File: config.mk
export PLATFORM = sky130hd
export DESIGN_NAME = per_gpio_bank
export DESIGN_NICKNAME = d
export VERILOG_FILES = /design/src/rtl/per_gpio_bank.sv
export SDC_FILE = /design/constraint.sdc
export NUM_CORES = 1
export LEC_CHECK = 0
export CAP_MARGIN = 10
export CELL_PAD_IN_SITES_DETAIL_PLACEMENT = 1
export CELL_PAD_IN_SITES_GLOBAL_PLACEMENT = 1
export CORE_MARGIN = 5
export CORE_UTILIZATION = 40
export DETAILED_ROUTE_END_ITERATION = 12
export PLACE_DENSITY_LB_ADDON = 0.1
export SLEW_MARGIN = 20
export SYNTH_ARGS = -nofsm -noshare
export SYNTH_HDL_FRONTEND = slang
export SYNTH_SLANG_ARGS = --single-unit
File: constraint.sdc
create_clock -name clk -period 3.3 [get_ports clk]
set_input_delay 0.495 -clock clk [delete_from_list [all_inputs] [get_ports clk]]
set_output_delay 0.495 -clock clk [all_outputs]
set_load 0.05 [all_outputs]
File: src/rtl/per_gpio_bank.sv
// GPIO/LED bank on the openMSP430 peripheral bus: per-channel direction, atomic
// set/clear/toggle, synchronised inputs, edge flags. Optional blink: GPIO_BLINK_EN.
module per_gpio_bank #(
  parameter logic [7:0] BASE_ADDR   = 8'h00,
  parameter int         WIDTH       = 8,
  parameter int         SYNC_STAGES = 2
) (
  input  logic             clk,
  input  logic             rst,
  input  logic [7:0]       per_addr,
  input  logic [15:0]      per_din,
  input  logic             per_en,
  input  logic [1:0]       per_we,
  output logic [15:0]      per_dout,
  input  logic [WIDTH-1:0] gpio_in,
  output logic [WIDTH-1:0] gpio_out,
  output logic [WIDTH-1:0] gpio_oe,
  output logic             irq
);

  localparam logic [2:0] PRIME_MAX = 3'(SYNC_STAGES + 1);

  logic             sel, wr_en, rd_en, primed;
  logic [3:0]       offset;
  logic [15:0]      lane16, rd_word;
  logic [WIDTH-1:0] wmask, wdata;
  logic [WIDTH-1:0] out_q, out_d, dir_q, dir_d, ifg_q, ifg_d, ie_q, ie_d, ies_q, ies_d;
  logic [WIDTH-1:0] out_base, out_sw_mask, out_sw_val, ifg_clr;
  logic [WIDTH-1:0] sync_q [SYNC_STAGES];
  logic [WIDTH-1:0] in_s, in_d_q, edge_det;
  logic [WIDTH-1:0] gpio_out_q, gpio_oe_q;
  logic [2:0]       prime_q;
  logic             irq_q;
  logic             unused_din;

  assign sel    = per_en & (per_addr[7:4] == BASE_ADDR[7:4]);
  assign offset = per_addr[3:0];
  assign wr_en  = sel & (|per_we);
  assign rd_en  = sel & ~(|per_we);
  assign lane16 = {{8{per_we[1]}}, {8{per_we[0]}}};
  assign wmask  = lane16[WIDTH-1:0];
  assign wdata  = per_din[WIDTH-1:0] & wmask;
  assign unused_din = ^{per_din, lane16};

  genvar gi;
  generate
    for (gi = 0; gi < SYNC_STAGES; gi++) begin : g_sync
      if (gi == 0) begin : g_first
        always_ff @(posedge clk or posedge rst) begin
          if (rst) sync_q[gi] <= '0;
          else     sync_q[gi] <= gpio_in;
        end
      end else begin : g_next
        always_ff @(posedge clk or posedge rst) begin
          if (rst) sync_q[gi] <= '0;
          else     sync_q[gi] <= sync_q[gi-1];
        end
      end
    end
  endgenerate

  assign in_s   = sync_q[SYNC_STAGES-1];
  // Edges are ignored until the synchroniser and in_d have filled after reset.
  assign primed = (prime_q == PRIME_MAX);
  assign edge_det = primed ? ((ies_q & ~in_s & in_d_q) | (~ies_q & in_s & ~in_d_q))
                           : '0;

`ifdef GPIO_BLINK_EN
  logic [WIDTH-1:0] blink_q, blink_d;
  logic [15:0]      div_q, div_d, cnt_q, cnt_d;
  logic             div_wr, blink_tick;

  always_comb begin
    div_wr     = wr_en && (offset == 4'd10);
    blink_d    = (wr_en && offset == 4'd9) ? ((blink_q & ~wmask) | wdata) : blink_q;
    div_d      = div_wr ? ((div_q & ~lane16) | (per_din & lane16)) : div_q;
    blink_tick = !div_wr && (div_q != 16'd0) && (cnt_q == 16'd0);
    cnt_d      = cnt_q;
    if (div_wr)                 cnt_d = div_d;
    else if (div_q != 16'd0)    cnt_d = blink_tick ? div_q : cnt_q - 16'd1;
    out_base   = blink_tick ? (out_q ^ blink_q) : out_q;
  end

  always_ff @(posedge clk or posedge rst) begin
    if (rst) begin
      blink_q <= '0;
      div_q   <= '0;
      cnt_q   <= '0;
    end else begin
      blink_q <= blink_d;
      div_q   <= div_d;
      cnt_q   <= cnt_d;
    end
  end
`else
  assign out_base = out_q;
`endif

  always_comb begin
    out_sw_mask = '0;
    out_sw_val  = '0;
    dir_d       = dir_q;
    ie_d        = ie_q;
    ies_d       = ies_q;
    ifg_clr     = '0;
    if (wr_en) begin
      case (offset)
        4'd0: begin out_sw_mask = wmask; out_sw_val = per_din[WIDTH-1:0]; end
        4'd1: begin out_sw_mask = wdata; out_sw_val = '1;     end
        4'd2: begin out_sw_mask = wdata; out_sw_val = '0;     end
        4'd3: begin out_sw_mask = wdata; out_sw_val = ~out_q; end
        4'd4: dir_d   = (dir_q & ~wmask) | wdata;
        4'd6: ifg_clr = wdata;
        4'd7: ie_d    = (ie_q  & ~wmask) | wdata;
        4'd8: ies_d   = (ies_q & ~wmask) | wdata;
        default: ;
      endcase
    end
    // Software-written bits override a coincident blink toggle.
    out_d = (out_base & ~out_sw_mask) | (out_sw_val & out_sw_mask);
    // A hardware edge beats a same-cycle software clear.
    ifg_d = (ifg_q & ~ifg_clr) | edge_det;
  end

  always_ff @(posedge clk or posedge rst) begin
    if (rst) begin
      out_q      <= '0;
      dir_q      <= '0;
      ifg_q      <= '0;
      ie_q       <= '0;
      ies_q      <= '0;
      in_d_q     <= '0;
      prime_q    <= '0;
      gpio_out_q <= '0;
      gpio_oe_q  <= '0;
      irq_q      <= 1'b0;
    end else begin
      out_q      <= out_d;
      dir_q      <= dir_d;
      ifg_q      <= ifg_d;
      ie_q       <= ie_d;
      ies_q      <= ies_d;
      in_d_q     <= in_s;
      if (!primed) prime_q <= prime_q + 3'd1;
      gpio_out_q <= out_q & dir_q;
      gpio_oe_q  <= dir_q;
      irq_q      <= |(ifg_q & ie_q);
    end
  end

  always_comb begin
    rd_word = '0;
    case (offset)
      4'd0, 4'd1, 4'd2, 4'd3: rd_word = 16'(out_q);
      4'd4: rd_word = 16'(dir_q);
      4'd5: rd_word = 16'(in_s);
      4'd6: rd_word = 16'(ifg_q);
      4'd7: rd_word = 16'(ie_q);
      4'd8: rd_word = 16'(ies_q);
`ifdef GPIO_BLINK_EN
      4'd9:  rd_word = 16'(blink_q);
      4'd10: rd_word = div_q;
`endif
      default: rd_word = '0;
    endcase
  end

  assign per_dout = rd_en ? rd_word : 16'h0000;
  assign gpio_out = gpio_out_q;
  assign gpio_oe  = gpio_oe_q;
  assign irq      = irq_q;

endmodule

# --- Word-level counts from Yosys, hierarchy flattened ---
# Index checks and enable logic that the tools add are counted.
totals:
  regBits: 84
  inputBits: 37
  output_inout_bits: 33
op_classes:
  n_addsub: 1
  n_eq_ne: 9
  n_mux: 9
  bitwise_logic: 30
  n_reduce_logical: 9
op_table:
  columns: ["op", "n"]
  rows:
  - ["bitwise AND 8 bit", 13]
  - ["NOT 8 bit", 7]
  - ["OR 8 bit", 6]
  - ["one-hot mux 8 bit (6 select lines)", 1]
  - ["2-to-1 mux 8 bit", 5]
  - ["one-hot mux 8 bit (3 select lines)", 1]
  - ["== test 4 x 3 -> 1 bit, second input constant", 4]
  - ["2-to-1 mux 16 bit", 1]
  - ["one-hot mux 8 bit (2 select lines)", 1]
  - ["== test 4 x 2 -> 1 bit, second input constant", 2]
  - ["zero test 4 bit", 2]
  - ["OR reduction 8 bit", 1]
  - ["AND reduction 2 bit", 3]
  - ["== test 4 x 1 -> 1 bit, second input constant", 1]
  - ["== test 4 bit, second input constant", 1]
  - ["OR reduction 4 bit", 1]
  - ["adder 3 x 1 -> 3 bit, second input constant", 1]
  - ["bitwise AND 1 bit", 3]
  - ["== test 3 x 2 -> 1 bit, second input constant", 1]
  - ["OR reduction 3 bit", 1]
  - ["OR reduction 2 bit", 1]
  - ["NOT 1 bit", 1]

# --- Longest topological paths before layout ---
depth:
  ltp_word: 7
  ltp_mapped: 7
  depth_no_buf: 4

# --- Least setup slack after synthesis ---
# No wires, ideal clock.
synth_timing:
  path_kind: "input-to-output"
  start: "input port per_addr[0]"
  end: "output port per_dout[6]"
  arrival_time_ns: 2.053
  required_ns: 2.805
  path_slack_ns: 0.752
  path_stages: 7
  n_path_buf: 3
  cell_sequence: "buf_2 buf_2 clkbuf_1 nand3_1 o211ai_1 a22oi_1 nor2_1"
synth_via:
  elab_chain_len: 4
  elab_cells_between_ends: 12
  cone_classes: "eq/ne (8); mux (2); reduce/logical (2)"
synth_lines:
  columns: ["item", "line_no", "rtl"]
  rows:
  - ["start: declaration", "10", "input logic [7:0] per_addr,"]
  - ["== test 4 x 2 -> 1 bit (tied with other cells)", "153", "case (offset)"]
  - ["OR reduction 4 bit", "153", null]
  - ["one-hot mux 8 bit (6 select lines) (*)", "153", null]
  - ["2-to-1 mux 16 bit (*)", "168", "assign per_dout = rd_en ? rd_word : 16'h0000;"]
  - ["end: declaration", "14", "output logic [15:0] per_dout,"]
# Every way passes the cells marked *; elsewhere a longest branch is shown, timed or not.

# --- Worst setup path after layout ---
layout_timing:
  start: "input port per_addr[2]"
  end: "output port per_dout[7]"
# The elaborated chain is that of the path after synthesis.

==> flow_summary.yaml <==
layout:
  nets: 410
  fin_cells: 484
  fin_area_mm2: 0.00456
  final_cell_mix: "dfrtp_1 (84), clkdlybuf4s50_1 (45), nor2_1 (38), nand2_1 (29), mux2_2 (25)"
  fillers: 926
  final_common_cell: "dfrtp_1"
  drive_gt1_share_pct: 16.2
  n_antenna_cell: 0
  syn_to_final_growth_pct: 25.1
sta:
  timing.final.crit_share_pct: 86.2
  final-setup-viol-count: 0
  layout_setup_ws_ns: 0.455
  fmax_mhz: 351
  fin_crit_ns: 2.85
  rsz0062_at_grt: "false"
  worst_pin_slew_ns: 0.669
  skew_ns: 0.00879
  tns_ns: 0
  whs_ns: 0.352
  finalHoldViolCount: 0
  slew_viol_final: 0
  relSlewSlack_pct: 55.3
hold_path:
  worstHoldPathCells: 0
  whs_endpoint: "in_s[4]$_DFF_PP0_"
  hold_class: "flip-flop to flip-flop"
  hp-start: "sync_q[12]$_DFF_PP0_"
power:
  p_sw_uw: 505
  p_leak_nw: 1.98
  seqPwrFrac_pct: 52.0
  intPower_mw: 1.56
  peakVddDrop_mv: 0.246
  switching_share_pct: 24.4
  clockPowerShare_pct: 38.4
  pwr-share-comb_pct: 9.6
  p_per_area_mw_per_mm2: 453
yosys:
  async_reset_ff_share_pct: 100
  synth_edf_count: 0
  syn-instance-count: 315
  syn_area_per_cell_um2: 11.6
  synthFlopType: "dfrtp_1"
  synth-seq-cells: 84
  ys_seq_area_share_pct: 57.6
  syn-cell-area_mm2: 0.00365
  yosysUniqueCellTypes: 41
  ys_warn_count: 0
critical_path:
  reg2reg_to: "prime_q[1]$_DFFE_PP0N_"
  start_kind: "primary input"
  cp-end-kind: "output pin"
  reg2reg_depth: 3
  crit_arrival_ns: 2.35
  required_ns: 2.80
  r2r-start: "prime_q[0]$_DFFE_PP0N_"
  r2r_slack_ns: 1.84
  crit_type: "primary input to output pin"
  worst-path-max-fanout: 20
placed_design:
  place_congestion: 0.778
  place_worst_setup_slack_ns: 0.428
  dp_hpwl_um: 6230
  io_buffer_count: 53
  placed_area_mm2: 0.00435
  placedCellCount: 468
grt:
  antenna_found_initial: 0
  grt_max_degree: 47
  grt_pass1_vias: 2763
  grt_usage_pct: 16.2
  grt_pass1_wl_um: 14300
  grt_overflow: 0
routing:
  via_per_inst: 5.34
  drt_wl_total_um: 8380
  antenna_left: 0
  drc: 0
  drt_iter0_markers: 48
  firstDrtPassIters: 4
  post_drt_wl_per_cell_um: 17.3
  vias: 2586
run:
  max_cap_violations: 0
cts:
  cts_made_buffers: 9
  cts_tree: "done"
  post-cts-setup-buffers: 0
  cts-root-buf: "clkbuf_8"
  cts_resized: 0
  cts_max_path_buffers: 2
  hold_buffers: 0
  cts_sinks: 84
  clk_pin_slew_ns: 0.08
  clk_latency_ns: 0.35
  h-tree-depth: 3
floorplan:
  placementRows: 34
  die_area_mm2: 0.0111
  start_util_pct: 41.4
  io_pins: 70
  die_x_um: 105
  core-area_mm2: 0.00881
  die_h_um: 105
outcome:
  outcome: "completed"
through the flow:
stage	utilization, %	power, mW
after detailed placement	49.4	1.29
after CTS	51.8	2.10
after global routing	51.8	2.15
after floorplan	-	1.21
after global placement	49.4	1.29
final	51.8	2.06
cell type report:
cell class / count / area, um2 / share of cell area (%)
clock inverters: 6 / 87.6 / 1.92
clock buffers: 10 / 128 / 2.80
multi-input cells: 213 / 1430 / 31.2
inverters: 4 / 16.3 / 0.357
flip-flops and latches: 84 / 2100 / 46.1
well taps: 108 / 135 / 2.96
repair buffers: 59 / 668 / 14.6
how the worst max path moves through the flow:
| stage | from | endpoint | slack, ns | depth (start not counted) |
|---|---|---|---|---|
| final | per_addr[2] | per_dout[7] | 0.45 | 7 |
| after global routing | per_addr[5] | per_dout[2] | 0.32 | 5 |
| after CTS | per_addr[5] | per_dout[3] | 0.43 | 5 |
| after detailed placement | per_addr[5] | per_dout[2] | 0.43 | 5 |
| after global placement | per_addr[5] | per_dout[3] | 0.46 | 5 |
| after floorplan | rst | asynchronous set/reset pin | 0.64 | 1 |
power by group through the flow:
stage               Clock (mW)  Sequential (mW)  Combinational [mW]
floorplan                    0             1.11               0.107
global placement             0             1.09               0.195
detailed placement           0             1.10               0.199
CTS                      0.822             1.07               0.200
global route             0.858             1.08               0.218
finish                   0.793             1.07               0.198
critical path, cell delays in order:
cell and delay (ns):
clkdlybuf4s50_1 0.55, buf_4 0.27, nor2b_1 0.36, a32o_1 0.23, a22oi_1 0.09, nor2_1 0.19
buf_12 0.17
cells in the mapped netlist (2+ instances only):
cell type / count / area share (%)
ha_1: 2 / 0.69
clkbuf_1: 5 / 0.51
buf_6: 2 / 0.62
nand4_1: 4 / 0.69
buf_4: 8 / 1.6
a22oi_1: 12 / 2.5
dfrtp_1: 84 / 58
and2_1: 8 / 1.4
a21oi_1: 8 / 1.1
inv_1: 3 / 0.31
o21ai_0: 9 / 1.2
nor2_1: 38 / 3.9
nand3b_1: 2 / 0.41
nand2b_1: 2 / 0.34
mux2_2: 25 / 7.7
o22ai_1: 7 / 1.2
o211ai_1: 8 / 1.6
mux2i_1: 10 / 2.7
buf_2: 6 / 0.82
a22o_1: 15 / 3.6
nand2_1: 29 / 3.0
nand3_1: 9 / 1.2
cell families after synthesis:
kind of cell / after synthesis / share of synthesized area [%]
simple gates: 105 / 14.8
flops: 84 / 57.6
compound gates: 62 / 12.1
mux: 35 / 10.5
buf+inv: 25 / 4.01
fa+ha+maj: 2 / 0.686
other cells: 1 / 0.103
xor+xnor: 1 / 0.240
per-layer routing:
metal / global-route usage (%) / up-vias / part of all wire, %
li1: - / 1222 / -
met1: 21.8 / 1296 / 45
met2: 26.0 / 55 / 48
met3: 3.00 / 13 / 4.6
met4: 6.20 / 0 / 1.7
met5: 0 / - / 0
No activity file was read; power rests on OpenSTA's default activity.
